[src/rtl/counter_pkg.sv]
// counter_pkg
//   Shared definitions for the synchronous down counter slice:
//   the control-state enum and the default counter width.
package counter_pkg;

  // Default counter and load-value width in bits.
  localparam int DEFAULT_WIDTH = 3;

  // IDLE: the count holds. RUN: the count decrements on enabled cycles.
  typedef enum logic {
    IDLE = 1'b0,
    RUN  = 1'b1
  } state_t;

endpackage

[src/rtl/sync_down_counter_tff_cell.sv]
// tff_cell
//   One counter bit built as a T flip-flop with a parallel-load input.
//   The parallel load takes priority over the toggle.
// Ports:
//   clk   - system clock, rising edge
//   rst_n - asynchronous active-low reset, clears q
//   t     - toggle enable
//   ld    - parallel-load strobe
//   d     - parallel-load data bit
//   q     - stored bit
module tff_cell (
  input  logic clk,
  input  logic rst_n,
  input  logic t,
  input  logic ld,
  input  logic d,
  output logic q
);

  always_ff @(posedge clk or negedge rst_n) begin
    if (!rst_n) begin
      q <= 1'b0;
    end else if (ld) begin
      q <= d;
    end else if (t) begin
      q <= ~q;
    end
  end

endmodule

[src/rtl/sync_down_counter.sv]
// sync_down_counter
//   Synchronous, loadable down counter. It produces a one-cycle
//   terminal-count pulse and can optionally reload from the last loaded
//   value. Every bit is clocked by clk, so tc is glitch-free and suitable
//   as a period tick for downstream blocks.
// Parameters:
//   WIDTH       - counter and load-value width
//   AUTO_RELOAD - 1: reload from the stored value after reaching zero
//                 0: one-shot, stop at zero
// Ports:
//   clk   - system clock, rising edge
//   rst_n - asynchronous active-low reset
//   en    - count enable (gates decrement and reload only)
//   load  - synchronous load strobe, captures d (beats en)
//   d     - load value
//   q     - current count, registered
//   tc    - terminal-count pulse, registered, one cycle wide
//   busy  - high while counting (state RUN)
module sync_down_counter
  import counter_pkg::*;
#(
  parameter int WIDTH       = DEFAULT_WIDTH,
  parameter bit AUTO_RELOAD = 1'b1
) (
  input  logic             clk,
  input  logic             rst_n,
  input  logic             en,
  input  logic             load,
  input  logic [WIDTH-1:0] d,
  output logic [WIDTH-1:0] q,
  output logic             tc,
  output logic             busy
);

  state_t           state_reg, state_next;
  logic [WIDTH-1:0] r_reg, r_next;
  logic             tc_reg, tc_next;

  // Per-cycle controls for the bit cells.
  logic             dec;     // decrement this cycle
  logic             ld;      // parallel load this cycle (load or reload)
  logic [WIDTH-1:0] ld_val;  // value for the parallel load
  logic [WIDTH-1:0] borrow;  // borrow[i]: all bits below i are zero
  logic [WIDTH-1:0] toggle;

  // Next-state and cell controls. The Q=0 case in RUN is handled by an
  // explicit reload (or stop), so the decrement never wraps.
  always_comb begin
    state_next = state_reg;
    r_next     = r_reg;
    tc_next    = 1'b0;
    dec        = 1'b0;
    ld         = 1'b0;
    ld_val     = d;

    if (load) begin
      ld         = 1'b1;
      ld_val     = d;
      r_next     = d;
      state_next = (d != '0) ? RUN : IDLE;
    end else if (state_reg == RUN && en) begin
      if (q > WIDTH'(1)) begin
        dec = 1'b1;
      end else if (q == WIDTH'(1)) begin
        dec     = 1'b1;
        tc_next = 1'b1;
        if (!AUTO_RELOAD) begin
          state_next = IDLE;
        end
      end else begin
        if (AUTO_RELOAD) begin
          ld     = 1'b1;
          ld_val = r_reg;
        end else begin
          state_next = IDLE;
        end
      end
    end
  end

  // Synchronous borrow chain: bit 0 always toggles on a decrement, and
  // bit i toggles only when every lower bit is zero.
  assign borrow[0] = 1'b1;

  generate
    for (genvar gi = 1; gi < WIDTH; gi++) begin : g_borrow
      assign borrow[gi] = borrow[gi-1] & ~q[gi-1];
    end

    for (genvar gi = 0; gi < WIDTH; gi++) begin : g_bit
      assign toggle[gi] = dec & borrow[gi];

      tff_cell u_cell (
        .clk   (clk),
        .rst_n (rst_n),
        .t     (toggle[gi]),
        .ld    (ld),
        .d     (ld_val[gi]),
        .q     (q[gi])
      );
    end
  endgenerate

  always_ff @(posedge clk or negedge rst_n) begin
    if (!rst_n) begin
      state_reg <= IDLE;
      r_reg     <= '0;
      tc_reg    <= 1'b0;
    end else begin
      state_reg <= state_next;
      r_reg     <= r_next;
      tc_reg    <= tc_next;
    end
  end

  assign tc   = tc_reg;
  assign busy = (state_reg == RUN);

endmodule

[config.mk]
export PLATFORM = sky130hd
export DESIGN_NAME = sync_down_counter
export DESIGN_NICKNAME = d
export VERILOG_FILES = /design/src/rtl/counter_pkg.sv /design/src/rtl/sync_down_counter_tff_cell.sv /design/src/rtl/sync_down_counter.sv
export SDC_FILE = /design/constraint.sdc
export NUM_CORES = 1
export LEC_CHECK = 0
export BUFFER_PORTS_ARGS = -buffer_cell sky130_fd_sc_hd__buf_2
export CAP_MARGIN = 20
export CORE_AREA = 3 3 40 42
export CTS_CLUSTER_DIAMETER = 60
export CTS_CLUSTER_SIZE = 20
export DETAILED_ROUTE_END_ITERATION = 12
export DIE_AREA = 0 0 43 45
export PLACE_DENSITY_LB_ADDON = 0.08
export SYNTH_ARGS = -nofsm -noshare
export SYNTH_HDL_FRONTEND = slang
export SYNTH_SLANG_ARGS = --single-unit
export TNS_END_PERCENT = 50
[constraint.sdc]
create_clock -name clk -period 1.97 [get_ports clk]
set_clock_uncertainty 0.05 [all_clocks]
set_input_delay 0.0985 -clock clk [delete_from_list [all_inputs] [get_ports clk]]
set_output_delay 0.0985 -clock clk [all_outputs]
set_load 0.05 [all_outputs]
==> results by group <==
Outcome
  – Result of the run: finished, final reports clean

Place
  – PortBufs: 11
  – Routability cong.: 0.664
  – Half-perimeter wire length after detailed placement: 633 um

Setup path
  – Worst endpoint required time: 2.07 ns
  – Endpoint kind of the worst setup timing path: flip-flop
  – Slowest cell on the critical path: sky130_fd_sc_hd__dfrtp_1
  – Worst setup path startpoint: busy
  – Cell Chain, Critical Path: and3b_2 > and2_4 > o311ai_4
  – R2R cell count: 3
  – Worst reg2reg setup slack: 0.80 ns
  – Top fanout value on the critical path: 5
  – Reg-to-Reg Start: busy
  – Critical path type: reg -> reg
  – Data arrival at the endpoint of the critical path: 1.28 ns
  – Type of element launching the critical path: flip-flop
  – Largest incremental delay on the critical path: 0.41 ns
  – Worst flop-to-flop path endpoint: g_bit[2].u_cell.q

Worst hold path
  – Worst min-delay path endpoint: g_bit[0].u_cell.q
  – Worst hold path class: in -> reg
  – Hold Path Depth: 3
  – Min-delay src: d[0]

Power and ir drop
  – PD cells: 859 nW/um^2
  – Cell leakage power: 0.000229 uW
  – Internal power: 280 uW
  – Proportion of power drawn by the clock network: 29.8%
  – Proportion of total power due to net switching: 31.8%
  – Worst-case vdd ir drop: 267 uV
  – Part of the total power dissipated in combinational logic: 23.4%
  – Sequential fraction of design power: 46.8%
  – Net load switching power: 130 uW
  – Sum of internal, switching and leakage power: 410 uW

Timing
  – Slew at the pin closest to its max-slew limit: 0.221 ns
  – Final-report hold violation count: 0
  – Post-layout minimum cycle time: 1.17 ns
  – Final setup violation count: 0
  – Slew HR: 85.0%
  – Final Max Tran Viols: 0
  – Final setup TNS: 0 ns
  – Fraction of the cycle the final worst path needs: 59.6%
  – Maximum frequency from static timing analysis: 852 MHz
  – Unrepaired setup endpoints after global routing: no

Clocking
  – Number of buffers created by CTS: 3
  – Clock tree from TritonCTS: done
  – CTS Hold Bufs: 1
  – Clock edge transition at the registers on the reported setup and hold paths: 0.05 ns
  – Sinks on Clock Net: 8
  – Number of buffers added for setup after CTS: 0
  – Maximum root-to-sink buffer count: 2
  – Post-cts repair resize count: 0
  – Root cell of the clock tree: sky130_fd_sc_hd__clkbuf_4
  – Worst-Skew Late Latency: 0.25 ns
  – H-tree lvl count: 1

Logic synthesis
  – Post-Synthesis Cell Area: 399 sq um
  – Number of instances in the synthesized netlist: 40
  – Mean cell area of the mapped netlist: 9.98 sq um
  – Synth Net Count: 47
  – Netlist cell types: 19
  – Sequential area share after synthesis: 50.2%
  – Yosys warning total: 0
  – Flop and latch count out of synthesis: 8

Drt
  – Number of antenna-violating nets in the routed design: 0
  – Number of DRC markers after the initial detailed-route iteration: 3
  – Average wire per cell in the routed design: 12.1 um
  – Total Wirelength: 799 um
  – DRC errors left: 0
  – First-pass DRT Iterations: 2
  – Vias after detailed routing: 298
  – Vias per inst: 4.52

Final layout
  – Top library cells by usage in the layout, fill and taps aside: sky130_fd_sc_hd__buf_2 (11), sky130_fd_sc_hd__dfrtp_1 (8), sky130_fd_sc_hd__inv_1 (5)
  – Fillcell total: 142
  – Commonest non-fill, non-tap cell in the layout: sky130_fd_sc_hd__buf_2
  – Ratio of cells with drive above 1 in the final layout: 33.3%
  – Number of nets in the layout: 60
  – Layout area overhead: 19.7%
  – Combined area of the multi-input logic cells: 153 sq um
  – Sequential cell area: 200 sq um
  – End-of-flow core utilization: 37.2%
  – Inserted Diodes: 0

GRT
  – Via count of the first global-routing pass: 315
  – Remaining Overflow, GRT: 0
  – Met2 demand-to-capacity share in global routing: 13.8%
  – Busiest grt layer: met2
  – GRT Util Overall: 9.92%
  – Global-route wire length before repair: 1.35 mm
  – Met3 track demand over resource: 2.79%
  – Largest net degree at the start of global routing: 15
  – Met1 track demand over resource in global routing: 12.4%
  – Initial antenna violation count: 0

Die
  – Initial Utilization: 31.1%
  – Row count: 13
  – Number of ports placed on the die boundary: 12
  – Horizontal die dimension: 43 um
  – Die area: 1940 sq um
  – Vertical die dimension: 45 um
  – Core area: 1280 sq um

Run
  – Number of max-capacitance violations reported: 0
[power by group through the flow]
stage	logic, uW	clock network [uW]	registers (uW)
detailed placement	95.5	0	196
floorplan	74.2	0	198
CTS	97.2	131	193
finish	95.9	122	192
global route	102	137	195
global placement	94.4	0	194
[metal layers]
layer  vias up  wire length, um
met5         -                0
met2         9              361
li1        157                -
met1       132              386
met4         0                0
met3         0               51
[worst max-delay path, delay by kind of cell (launching register included)]
kind	cells	cell delay, ns
DFF	1	0.41
AOI/OAI and AO/OA	1	0.19
and+or+nand+nor	2	0.42
[cell families (layout without fill, tap and decap cells)]
family | after synthesis | count (layout) | synth area share, %
DFF | 8 | 8 | 50.2
buffers and inverters | 9 | 20 | 11.6
AOI/OAI and AO/OA | 10 | 10 | 20.1
and+or+nand+nor | 13 | 13 | 18.2
[through the flow]
step | std cells | hold slack (ns) | worst slack, ns | area, sq um
4_1_cts | 66 | 0.0419 | 0.792 | 478
2_1_floorplan | 40 | -0.247 | 0.592 | 399
3_3_place_gp | 62 | -0.0994 | 0.819 | 445
6_report | 66 | 0.0505 | 0.796 | 478
5_1_grt | 66 | 0.0611 | 0.747 | 478
3_5_place_dp | 62 | -0.0957 | 0.804 | 445
[synthesized netlist by cell type (all sizes together)]
cell type  number  area (sq um)
o211ai          1          7.51
buf             4          27.5
and2            1          8.76
o311ai          2          35.0
nor2            3          11.3
o21ai           4          20.0
nand2           3          11.3
nand4           1          6.26
and3b           1          10.0
nand4b          1          8.76
nor3            2          10.0
dfrtp           8           200
a21oi           2          10.0
inv             5          18.8
or3             1          6.26
a21boi          1          7.51
[area by class of cell]
type	count	share of cell area, %
Clock buffer	3	4.71
Inverter	5	3.93
Multi-Input combinational cell	23	31.9
Sequential cell	8	41.9
Tap cell	15	3.93
Timing Repair Buffer	12	13.6
[how the worst max path moves through the flow]
stage                             end  slack, ns
detailed placement  g_bit[0].u_cell.q       0.80
finish              g_bit[2].u_cell.q       0.80
global route        g_bit[0].u_cell.q       0.75
global placement    g_bit[0].u_cell.q       0.82
floorplan           g_bit[2].u_cell.q       0.59
CTS                 g_bit[0].u_cell.q       0.79
(Power assumes the default switching activity.)
